--- src/rtl/serial_subtractor.sv ---
// serial_subtractor: multi-cycle subtractor computing d = a - b - bin over
// WIDTH bits, DIGIT bits per clock, LSB first. The borrow between digits is
// registered, so the combinational path is only one DIGIT-wide slice.
// A start/done handshake drives it. busy is low in the done cycle, so a new
// request can be accepted there.
// Optional feature: define SERIAL_SUBTRACTOR_OVF_EN to add the signed
// overflow output ovf. It is updated and held exactly like bor.
module serial_subtractor #(
  parameter int WIDTH = 8,
  parameter int DIGIT = 1
) (
  input  logic             clk,
  input  logic             rst_n,
  input  logic             start,
  input  logic [WIDTH-1:0] a,
  input  logic [WIDTH-1:0] b,
  input  logic             bin,
  output logic             busy,
  output logic             done,
  output logic [WIDTH-1:0] d,
`ifdef SERIAL_SUBTRACTOR_OVF_EN
  output logic             bor,
  output logic             ovf
`else
  output logic             bor
`endif
);

  localparam int N  = WIDTH / DIGIT;
  localparam int CW = (N > 1) ? $clog2(N) : 1;
  localparam logic [CW-1:0] LAST = CW'(N - 1);

  generate
    if (WIDTH < 1 || DIGIT < 1 || (WIDTH % DIGIT) != 0) begin : g_bad_param
      $error("serial_subtractor: DIGIT must divide WIDTH and WIDTH must be >= 1");
    end
  endgenerate

  typedef enum logic {IDLE = 1'b0, RUN = 1'b1} state_t;

  state_t           state_r;
  logic [WIDTH-1:0] a_r;
  logic [WIDTH-1:0] b_r;
  logic             brw_r;
  logic [WIDTH-1:0] res_r;
  logic [CW-1:0]    cnt_r;
  logic [WIDTH-1:0] d_r;
  logic             bor_r;
  logic             done_r;

  logic [DIGIT:0]         slice_s;
  logic [WIDTH+DIGIT-1:0] res_cat_s;
  logic [WIDTH-1:0]       res_next_s;

`ifdef SERIAL_SUBTRACTOR_OVF_EN
  logic ovf_r;
  logic msb_brw_s;

  // Recover the borrow into the MSB of the final digit. The MSB difference bit is a^b^borrow_in.
  always_comb begin
    msb_brw_s = slice_s[DIGIT-1] ^ a_r[DIGIT-1] ^ b_r[DIGIT-1];
  end

  assign ovf = ovf_r;
`endif

  // One digit of subtraction plus insertion of the new slice at the top of the result.
  always_comb begin
    slice_s    = {1'b0, a_r[DIGIT-1:0]} - {1'b0, b_r[DIGIT-1:0]} - {{DIGIT{1'b0}}, brw_r};
    res_cat_s  = {slice_s[DIGIT-1:0], res_r};
    res_next_s = res_cat_s[WIDTH+DIGIT-1:DIGIT];
  end

  assign busy = (state_r == RUN);
  assign done = done_r;
  assign d    = d_r;
  assign bor  = bor_r;

  // Control FSM and datapath registers; d/bor only move on the completion edge.
  always_ff @(posedge clk or negedge rst_n) begin
    if (!rst_n) begin
      state_r <= IDLE;
      a_r     <= {WIDTH{1'b0}};
      b_r     <= {WIDTH{1'b0}};
      brw_r   <= 1'b0;
      res_r   <= {WIDTH{1'b0}};
      cnt_r   <= {CW{1'b0}};
      d_r     <= {WIDTH{1'b0}};
      bor_r   <= 1'b0;
      done_r  <= 1'b0;
`ifdef SERIAL_SUBTRACTOR_OVF_EN
      ovf_r   <= 1'b0;
`endif
    end else begin
      case (state_r)
        IDLE: begin
          done_r <= 1'b0;
          if (start) begin
            a_r     <= a;
            b_r     <= b;
            brw_r   <= bin;
            res_r   <= {WIDTH{1'b0}};
            cnt_r   <= {CW{1'b0}};
            state_r <= RUN;
          end else begin
            state_r <= IDLE;
          end
        end
        RUN: begin
          a_r   <= a_r >> DIGIT;
          b_r   <= b_r >> DIGIT;
          brw_r <= slice_s[DIGIT];
          res_r <= res_next_s;
          cnt_r <= cnt_r + CW'(1);
          if (cnt_r == LAST) begin
            d_r     <= res_next_s;
            bor_r   <= slice_s[DIGIT];
`ifdef SERIAL_SUBTRACTOR_OVF_EN
            ovf_r   <= msb_brw_s ^ slice_s[DIGIT];
`endif
            done_r  <= 1'b1;
            state_r <= IDLE;
          end else begin
            done_r  <= 1'b0;
            state_r <= RUN;
          end
        end
        default: begin
          done_r  <= 1'b0;
          state_r <= IDLE;
        end
      endcase
    end
  end

endmodule

--- config.mk ---
export PLATFORM = sky130hd
export DESIGN_NAME = serial_subtractor
export DESIGN_NICKNAME = d
export VERILOG_FILES = /design/src/rtl/serial_subtractor.sv
export SDC_FILE = /design/constraint.sdc
export NUM_CORES = 1
export LEC_CHECK = 0
export CAP_MARGIN = 15
export CORE_MARGIN = 2
export CORE_UTILIZATION = 46
export DETAILED_ROUTE_END_ITERATION = 7
export GPL_ROUTABILITY_DRIVEN = 0
export PLACE_DENSITY = 0.75
export SLEW_MARGIN = 10
export SYNTH_ARGS = -nofsm -noshare
export SYNTH_HDL_FRONTEND = slang
export SYNTH_SLANG_ARGS = --single-unit
--- constraint.sdc ---
create_clock -name clk -period 1.55 [get_ports clk]
set_clock_uncertainty 0.1 [all_clocks]
set_input_delay 0.31 -clock clk [delete_from_list [all_inputs] [get_ports clk]]
set_output_delay 0.31 -clock clk [all_outputs]
set_load 0.05 [all_outputs]
Word-level counts from Yosys, hierarchy flattened
Index checks and enable logic that the tools add are counted.
Storage, ports and cells
  flip-flop bits (word level): 39
  latch bits: 0
  RAM bits: 0
  ROM bits: 0
  logic and storage cells: 31
  memories kept: 0
Operators by class
  add/subtract/negate cells: 3
  multiply operators: 0
  div/mod/pow operators: 0
  magnitude comparators: 0
  equality and inequality tests: 2
  shift-type cells: 0
  muxes and demuxes: 15
  bitwise gates (word level): 1
  reduce and logical (&&, ||, !) cells: 1
Operators by type and width (number)
  $pmux W8 S2: 3
  $mux W8: 3
  $pmux W1 S2: 3
  $pmux W3 S2: 1
  $mux W1: 4
  $add A3 B1 Y3 const B: 1
  $eq A3 B3 Y1 const B: 1
  $mux W3: 1
  $ne A2 B2 Y1 const B: 1
  $reduce_and A2 Y1: 1
  $sub A1 B1 Y2: 1
  $sub A2 B1 Y2: 1
  $not A1 Y1: 1

Depth between registers and ports, before layout
Gate-level depths: netlist (run 1).
  word-level depth: 3
  mapped depth: 4
  gate-level depth less buffers: 4

Least setup slack after synthesis (run 1)
Ideal clock, no wire load.
  path kind: register to register
  start point: reg cnt_r[0]
  end point: reg bor_r, in the netlist bor
  library setup time: 0.125 ns
  arrival time: 1.271 ns
  required time: 1.325 ns
  path slack: 0.054 ns
  cell stages (with the launch flop): 5
  path through: dfrtp_1 ha_1 ha_1 nand2_2 mux2_2
Between the ends
  word-level cells in the longest chain between the ends: 2
RTL lines
  from (decl): line 46  | logic [CW-1:0] cnt_r;
  from (signal assigned): line 87  | cnt_r <= {CW{1'b0}};
  from (signal assigned): line 103  | cnt_r <= {CW{1'b0}};
  from (signal assigned): line 114  | cnt_r <= cnt_r + CW'(1);
  $eq A3 B3 Y1: line 115  | if (cnt_r == LAST) begin
  $reduce_and A2 Y1 (no line)
  to (signal assigned): line 117  | bor_r <= slice_s[DIGIT];
  to (decl): line 48  | logic bor_r;
Every way passes these cells.
A chain may end at the register's enable or synchronous reset.

Worst setup path after layout (run 1)
  start point: reg cnt_r[0]
  end point: reg d_r[1], in the netlist d[1]
Between the ends
  word-level cells in the longest chain between the ends: 2
RTL lines
  $eq A3 B3 Y1: line 115
  $reduce_and A2 Y1 (no line)
  to (signal assigned): line 88  | d_r <= {WIDTH{1'b0}};
  to (signal assigned): line 116  | d_r <= res_next_s;
  to (decl): line 47  | logic [WIDTH-1:0] d_r;
Every way passes these cells.

==> impl_metrics.csv, run 1 <==
group,metric,value,unit
run_status,run_status,"finished clean",
yosys,synth_warnings,0,
yosys,ys_ff_latch,38,
final_layout,fin_util,0.6496,
die,dieArea,4042,um2
yosys,syn_inst,135,
routing,drt-vias-per-instance,5.119,
clock_network,clkSinkCount,38,
critical_path,path_max_fanout,4,
final_layout,drive_above_1_share,0.2139,
yosys,syn_nets,158,
global_routing,gr-total-overflow,0,
timing,period_minus_slack,1.468,ns
power_and_ir_drop,vdd_drop_max,0.7940,mV
yosys,synth.distinct_cells,20,
power_and_ir_drop,power,0.004300,W
timing,relSlewSlack,0.6968,
global_routing,track_usage,0.1626,
routing,drc,0,
timing,worstMarginPinSlew,0.4549,ns
final_layout,n_antenna_cell,0,
yosys,syn_area_per_cell,12.09,um2
global_routing,first_global_vias,1118,
placement,hpwl,2119,um
timing,finalSetupViolations,0,
placement,dp_slack,-0.03876,ns
clock_network,cts_root_buf,"clkbuf_4",
die,rows,21,
die,core,3363,um2
global_routing,grt_pass1_wl,5071,um
timing,slew_violations,0,
routing,drt_iter0_drc,30,
power_and_ir_drop,p_leak,1.030,nW
job,maxCapViolCount,0,
die,start_util,0.4855,
clock_network,clk_pin_slew,0.11,ns
die,die_y,63.58,um
timing,clock.fmax,681.3,MHz
yosys,yosysSeqAreaShare,0.5824,
routing,dr.pass1.iters,4,
timing,hold_viol_final,0,
critical_path,r2r_cells,4,
clock_network,max-clock-path-buffers,2,
timing,rsz0062_at_grt,"no",
critical_path,critical_path_class,"reg -> reg",
critical_path,startpoint_type,"register",
critical_path,r2r_slack,0.08,ns
die,ios,31,
clock_network,cts_tree,"done",
critical_path,crit_arrival,1.60,ns
timing,fin_ws,0.08215,ns
critical_path,worstSetupEndpointType,"register",
clock_network,clock_latency,0.33,ns
timing,fin_setup_tns,0,ns
routing,ant_nets,0,
power_and_ir_drop,power_density,1968,nW/um2
die,die-width,63.58,um
timing,finalCritPeriodShare,0.9470,
yosys,synth_area,1633,um2
global_routing,antenna_found_initial,0,
final_layout,areaGrowthSynthToFinish,33.79,%
routing,wl,3003,um
routing,wl_per_cell,13.71,um
routing,vias,1121,
worst_hold_path,hold_path.class,"in -> async",
timing,hold_ws,0.3547,ns
clock_network,h-tree-depth,2,
critical_path,required,1.68,ns
final_layout,final_nets,195,
critical_path,r2r-start,"cnt_r[0]",
clock_network,cts-buffers-inserted,5,
placement,port_buffers,30,
global_routing,grt_max_degree,37,
critical_path,r2r_end,"d[1]",
[routing by layer]
layer | share of wire | track usage
met1 | 0.42 | 0.1913
met2 | 0.52 | 0.2829
met3 | 0.049 | 0.05179
met4 | 0.013 | 0.04891
met5 | 0 | 0
[synthesized netlist by cell type]
master	count	share of area
clkbuf_1	1	0.0023
a22o_1	3	0.016
mux2_2	8	0.055
ha_1	2	0.015
dfrtp_1	38	0.58
nor2_1	2	0.0046
buf_6	1	0.0069
fa_1	1	0.012
inv_1	3	0.0069
nand2_1	20	0.046
nand2_2	1	0.0038
o21ai_1	1	0.0031
buf_4	4	0.018
mux2i_1	20	0.12
buf_8	1	0.0092
buf_2	1	0.0031
nor2_2	1	0.0038
a21oi_1	1	0.0031
o21ai_0	19	0.058
nand2b_1	7	0.027
[final cells by class]
cell class,instances,area (um2)
Clock inverter,1,5.005
Multi-Input combinational cell,87,619.3
Clock buffer,7,55.05
Sequential cell,38,950.9
Tap cell,46,57.56
Timing Repair Buffer,37,485.5
Fill cell,301,1179
Inverter,3,11.26
[worst max path at each step]
| stage | cells after the start | slack, ns | start | endpoint |
|---|---|---|---|---|
| floorplan | 4 | 0.05 | cnt_r[0] | bor |
| global placement | 4 | -0.006 | cnt_r[0] | bor |
| detailed placement | 4 | -0.04 | start | b_r[5] |
| CTS | 4 | 0.01 | cnt_r[1] | bor |
| global route | 1 | 0.01 | busy | busy |
| finish | 4 | 0.08 | cnt_r[0] | d[1] |
[worst max-delay path, cell delays in order (launching register included)]
cell and delay (ns):
dfrtp_1 0.40, ha_1 0.20, ha_2 0.21, nand2_2 0.12, mux2_2 0.34
[cells by family after synthesis]
kind of cell | share of synthesized area
mux | 0.1778
compound gates | 0.08046
flops | 0.5824
fa+ha+maj | 0.02758
simple gates | 0.08506
buf+inv | 0.04674
[report_power, final]
group / switching [W] / internal [W] / total [W]
registers: 0.000331 / 0.00141 / 0.00174
clock network: 0.000311 / 0.000220 / 0.000531
logic: 0.00101 / 0.00103 / 0.00203
[registers in the layout, summed over array words and instances, names as in the netlist]
name	count
d	8
res_r	7
a_r	8
cnt_r	3
done	1
b_r	8
brw_r	1
busy	1
bor	1
[cells in the final DEF (no fill, tap or decap)]
cell type / n
dfrtp_1: 38
mux2i_1: 20
nand2_1: 20
o21ai_0: 19
clkdlybuf4s50_1: 18
buf_12: 13
mux2_2: 8
nand2b_1: 7
clkbuf_4: 5
buf_4: 4
inv_1: 3
a22o_1: 3
nor2_1: 2
nand2_4: 1
nor2_2: 1
a21oi_1: 1
o21ai_1: 1
fa_1: 1
ha_1: 1
ha_2: 1
clkbuf_8: 1
clkinv_2: 1
clkbuf_1: 1
nand2_2: 1
dlygate4sd3_1: 1
buf_2: 1
[timing repair]
action,4_1_cts,5_1_grt
gates cloned,0,1
endpoints found under the setup margin,8,8
buffers inserted,0,1
resized for setup,1,1
hold endpoints to repair,17,0
hold buffers,1,0
[stage by stage]
stage	area (um2)	instances
floorplan	1633	135
global placement	2093	208
detailed placement	2093	208
CTS	2168	217
global route	2185	219
finish	2185	219
Note: power is estimated with default switching activity, not from simulation.
==> run 2, diff against run 1 <==
Settings changed: CORE_MARGIN 2 to 10.
==> run 2 against run 1 <==
Net effect:
- clock power up 17%
- wire length up 7.4%
- non-clock buffer count up 1
- cell area up 0.80%
- total power up 3.1%
- sequential power about the same
- register-to-register slack worse by 0.02 ns
- largest power group unchanged
- sequential share of layout area down 0.35 points
- global-route usage down 5.7 points
- count of clock-buffer cells in the layout up 1
- first-iteration DRC count up 110%
- die area up 57%
==> impl_metrics.csv, run 2 (synthesis gave the netlist of run 1 again) <==
group,metric,value,unit
power_and_ir_drop,power,0.004434,W
die,die_y,79.58,um
routing,ant_nets,0,
timing,hold_viol_final,0,
critical_path,r2r_cells,4,
run_status,run_status,"finished clean",
die,start_util,0.4817,
final_layout,multiInputGateArea,619.3,um2
job,maxCapViolCount,0,
critical_path,r2r_end,"d[0]",
placement,hpwl,2311,um
clock_network,h-tree-depth,2,
routing,wl,3225,um
routing,drt_iter0_drc,62,
routing,vias,1114,
global_routing,grt_pass1_wl,5395,um
worst_hold_path,holdCritStartpoint,"b_r[5]",
global_routing,first_global_vias,1193,
final_layout,final_nets,196,
clock_network,clkSinkCount,38,
clock_network,clock_latency,0.34,ns
timing,worstMarginPinSlew,0.4672,ns
clock_network,clk_pin_slew,0.11,ns
final_layout,n_antenna_cell,0,
global_routing,antenna_found_initial,0,
routing,wl_per_cell,14.66,um
critical_path,crit_arrival,1.63,ns
clock_network,max-clock-path-buffers,2,
critical_path,startpoint_type,"register",
global_routing,gr-total-overflow,0,
die,die-width,79.58,um
worst_hold_path,min_to,"b_r[4]",
routing,dr.pass1.iters,4,
critical_path,worstSetupEndpointType,"register",
timing,finalCritPeriodShare,0.9583,
final_layout,regArea,950.9,um2
worst_hold_path,hold_path.class,"reg -> reg",
critical_path,r2r_slack,0.06,ns
final_layout,areaGrowthSynthToFinish,34.87,%
timing,period_minus_slack,1.485,ns
timing,clock.fmax,673.2,MHz
final_layout,fin_util,0.6497,
die,ios,31,
clock_network,cts_root_buf,"clkbuf_4",
timing,slew_violations,0,
timing,hold_ws,0.4012,ns
placement,dp_cells,208,
global_routing,track_usage,0.1055,
clock_network,cts-buffers-inserted,5,
critical_path,cp_slowest_cell,"dfrtp_1",
critical_path,path_max_fanout,5,
critical_path,cp_num_buf_inv,0,
final_layout,final_cell_mix,"dfrtp_1, mux2i_1, nand2_1",
critical_path,cp_slowest_stage_delay,0.40,ns
critical_path,critical-path-top-delay-family,"adder cells",
final_layout,drive_above_1_share,0.2241,
routing,drt-vias-per-instance,5.064,
timing,relSlewSlack,0.6885,
critical_path,required,1.69,ns
final_layout,final_cells,220,
final_layout,mostFrequentLayoutCell,"dfrtp_1",
power_and_ir_drop,vdd_drop_max,0.7347,mV
die,dieArea,6333,um2
global_routing,grt_max_degree,39,
die,rows,21,
routing,drc,0,
clock_network,cts_tree,"done",
timing,rsz0062_at_grt,"no",
worst_hold_path,whs_path_depth,2,
power_and_ir_drop,p_leak,1.041,nW
critical_path,critical_path_class,"reg -> reg",
power_and_ir_drop,power_density,2014,nW/um2
critical_path,r2r-start,"cnt_r[0]",
final_layout,nFillCells,264,
placement,port_buffers,30,
critical_path,crit_chain,"ha_1 -> ha_2 -> nand2_2 -> mux2_2",
die,core,3390,um2
timing,finalSetupViolations,0,
==> run 2: changes by cell type in the layout (fill, tap and decap cells not counted) <==
cell      delta
buf_6        +1
buf_4        +1
clkbuf_8     +2
buf_12       -1
clkbuf_1     -1
clkinv_2     -1
==> run 2: power breakdown <==
part / leakage, nW / internal (W) / total, W / switching [W]
Combinational: 0.510 / 0.00104 / 0.00210 / 0.00105
Sequential: 0.486 / 0.00141 / 0.00172 / 0.000309
Clock: 0.0446 / 0.000310 / 0.000623 / 0.000313
Total: 1.04 / 0.00276 / 0.00443 / 0.00167
==> run 2: how the worst max path moves through the flow <==
stage | endpoint | slack (ns) | from | cells past startpoint
6_report | d[0] | 0.06 | cnt_r[0] | 4
5_1_grt | bor | 0.008 | cnt_r[0] | 4
4_1_cts | bor | 0.0006 | cnt_r[0] | 4
3_5_place_dp | bor | -0.06 | cnt_r[0] | 4
3_3_place_gp | bor | -0.009 | cnt_r[0] | 4
2_1_floorplan | bor | 0.05 | cnt_r[0] | 4
==> run 2: metrics by stage <==
step | setup TNS (ns) | instance area, um2 | worst slack, ns
floorplan | 0 | 1633 | 0.05387
global placement | -0.04867 | 2081 | -0.008953
detailed placement | -0.4778 | 2081 | -0.05826
CTS | 0 | 2186 | 0.0006020
global route | 0 | 2202 | 0.008042
finish | 0 | 2202 | 0.06462
==> run 2: metal layers <==
layer  GRT usage  routed length (um)  part of all wire
met5           0                   0                 0
met3     0.03604                 192             0.060
met2      0.1837                1611              0.50
met1      0.1098                1367              0.42
met4     0.05376                  53             0.016
==> run 2: worst min-delay path, stage by stage (launching register included) <==
cell and delay, ns:
dfrtp_1 0.36, nand2_1 0.05, o21ai_0 0.06
==> run 2: layout make-up <==
type                            count  area share
Sequential cell                    38      0.4318
Multi-Input combinational cell     87      0.2813
Timing Repair Buffer               38      0.2199
Clock buffer                        8     0.03580
Tap cell                           46     0.02614
Inverter                            3    0.005114
==> run 2: repair_timing <==
| item | in CTS | in global routing |
|---|---|---|
| endpoints found under the setup margin | 9 | 8 |
| setup buffers | 1 | 1 |
| pin swaps | 1 | 2 |
| cloned | 0 | 1 |
| resized for setup | 2 | 1 |
| hold buffers | 1 | 0 |
| hold endpoints to repair | 38 | 0 |
==> run 3, diff against run 2 <==
Settings changed: PLACE_DENSITY 0.75 to 0.8.
==> run 3 against run 2 <==
Net effect:
- count of clock-buffer cells in the layout down 2
- utilization up 2.0 points
- critical path depth down 2
- non-clock buffer count up 4
- via count up 3.2%
- flip-flop and latch count unchanged
- first-iteration DRC count down 1.6%
- sequential power about the same
- cell area up 3.1%
- fmax down 2.0%
- critical path type is now reg -> out
- critical endpoint is now busy
- largest power group unchanged
==> impl_metrics.csv, run 3 (synthesis gave the netlist of run 1 again) <==
group,metric,value,unit
final_layout,drive_above_1_share,0.2472,
clock_network,clk_pin_slew,0.11,ns
power_and_ir_drop,p_int,0.003046,W
die,start_util,0.4817,
timing,hold_viol_final,0,
critical_path,path_max_fanout,8,
routing,drt_iter0_drc,61,
power_and_ir_drop,power_density,2083,nW/um2
global_routing,grt_max_degree,34,
clock_network,clock_latency,0.34,ns
power_and_ir_drop,p_leak,1.074,nW
critical_path,critical_path_class,"reg -> out",
routing,wl_per_cell,14.54,um
critical_path,startpoint_type,"register",
worst_hold_path,hold_path.class,"in -> async",
timing,relSlewSlack,0.7746,
job,maxCapViolCount,0,
timing,fin_setup_tns,0,ns
critical_path,critical-path-top-delay-family,"flip-flops",
placement,dp_slack,-0.08296,ns
final_layout,final_cell_mix,"dfrtp_1, mux2i_1, nand2_1",
timing,clock.fmax,659.8,MHz
run_status,run_status,"finished clean",
timing,period_minus_slack,1.516,ns
timing,slew_violations,0,
placement,hpwl,2367,um
clock_network,cts_root_buf,"clkbuf_4",
routing,drt-vias-per-instance,5.134,
power_and_ir_drop,p_comb_frac,0.450,
clock_network,clkSinkCount,38,
power_and_ir_drop,p_seq_frac,0.365,
final_layout,final_nets,200,
power_and_ir_drop,power,0.004729,W
routing,ant_nets,0,
die,core,3390,um2
global_routing,track_usage,0.1119,
routing,dr.pass1.iters,4,
final_layout,nFillCells,267,
power_and_ir_drop,vdd_drop_max,0.8117,mV
final_layout,mostFrequentLayoutCell,"dfrtp_1",
die,ios,31,
critical_path,worstSetupEndpointType,"output pin",
timing,rsz0062_at_grt,"yes",
die,dieArea,6333,um2
die,rows,21,
global_routing,grt_pass1_wl,5602,um
power_and_ir_drop,pwr-share-clk,0.184,
clock_network,cts_tree,"done",
critical_path,cp_num_buf_inv,2,
global_routing,first_global_vias,1173,
routing,drc,0,
timing,fin_ws,0.03446,ns
die,die_y,79.58,um
clock_network,max-clock-path-buffers,2,
final_layout,n_antenna_cell,0,
routing,vias,1150,
clock_network,h-tree-depth,2,
timing,worstMarginPinSlew,0.3381,ns
critical_path,cp_slowest_stage_delay,0.47,ns
global_routing,antenna_found_initial,0,
final_layout,areaGrowthSynthToFinish,39.00,%
routing,wl,3257,um
timing,hold_ws,0.2786,ns
timing,finalCritPeriodShare,0.9778,
critical_path,cp_slowest_cell,"dfrtp_2",
die,die-width,79.58,um
power_and_ir_drop,p_sw,0.001682,W
power_and_ir_drop,p_sw_frac,0.3558,
global_routing,gr-total-overflow,0,
clock_network,cts-buffers-inserted,5,
critical_path,required,1.14,ns
critical_path,crit_chain,"buf_8 -> buf_12",
placement,port_buffers,30,
timing,finalSetupViolations,0,
critical_path,crit_arrival,1.11,ns
-- run 3: cell types whose count changed in the layout (fill, tap and decap cells not counted), sizes merged --
cell and delta:
buf +4, bufinv +2, clkbuf -2
-- run 3: area by class of cell --
| type | count | area (um2) | share of cell area |
|---|---|---|---|
| clock buffer | 6 | 51.30 | 0.02260 |
| tap | 46 | 57.56 | 0.02536 |
| sequential | 38 | 952.2 | 0.4195 |
| timing repair buffer | 42 | 518.0 | 0.2282 |
| clock inverter | 2 | 60.06 | 0.02646 |
| inverter | 3 | 11.26 | 0.004961 |
| multi-input combinational | 87 | 619.3 | 0.2729 |
-- run 3: power by group through the flow --
stage / registers (W) / clock network (W) / logic, W
after global placement: 0.00171 / 0 / 0.00197
after CTS: 0.00172 / 0.000888 / 0.00205
after detailed placement: 0.00174 / 0 / 0.00203
after global routing: 0.00179 / 0.000954 / 0.00231
final: 0.00173 / 0.000871 / 0.00213
after floorplan: 0.00206 / 0 / 0.000814
-- run 3: metal layers --
layer | routed length, um | share of wire | up-vias | global-route usage
met5 | 0 | 0 | - | 0
met4 | 38 | 0.012 | 0 | 0.04839
met3 | 251 | 0.077 | 4 | 0.05518
met2 | 1574 | 0.48 | 39 | 0.1715
met1 | 1393 | 0.43 | 564 | 0.1291
li1 | - | - | 543 | -
-- run 3: worst paths after layout --
path	from	end	slack (ns)	depth (start not counted)
max	busy	busy	0.03	2
min	rst_n	res_r[5]	0.28	2
max reg2reg	cnt_r[0]	bor	0.07	4
min reg2reg	b_r[1]	b_r[0]	0.40	2
max in group asynchronous	rst_n	busy	0.55	3
min in group clk	b_r[1]	b_r[0]	0.40	2
-- run 3: timing repair --
item	in CTS	in global routing
endpoints found under the hold margin	13	0
buffers inserted	0	5
gates resized for setup	2	3
hold buffers	1	0
setup endpoints to repair	9	9
cloned	0	1
pin swaps	0	2
-- run 3: worst reg2reg max path: cells and delay by family, from the launching register on --
kind | cells | cell delay (ns)
adder cells (fa/ha/maj) | 2 | 0.40
flip-flops | 1 | 0.40
multiplexers | 1 | 0.34
AND/OR/NAND/NOR | 1 | 0.13
-- run 3: through the flow --
stage          utilization  cell area [um2]  std cells
2_1_floorplan            -             1633        135
3_3_place_gp        0.6161             2088        209
3_5_place_dp        0.6161             2088        209
4_1_cts             0.6545             2218        218
5_1_grt             0.6696             2270        224
6_report            0.6696             2270        224
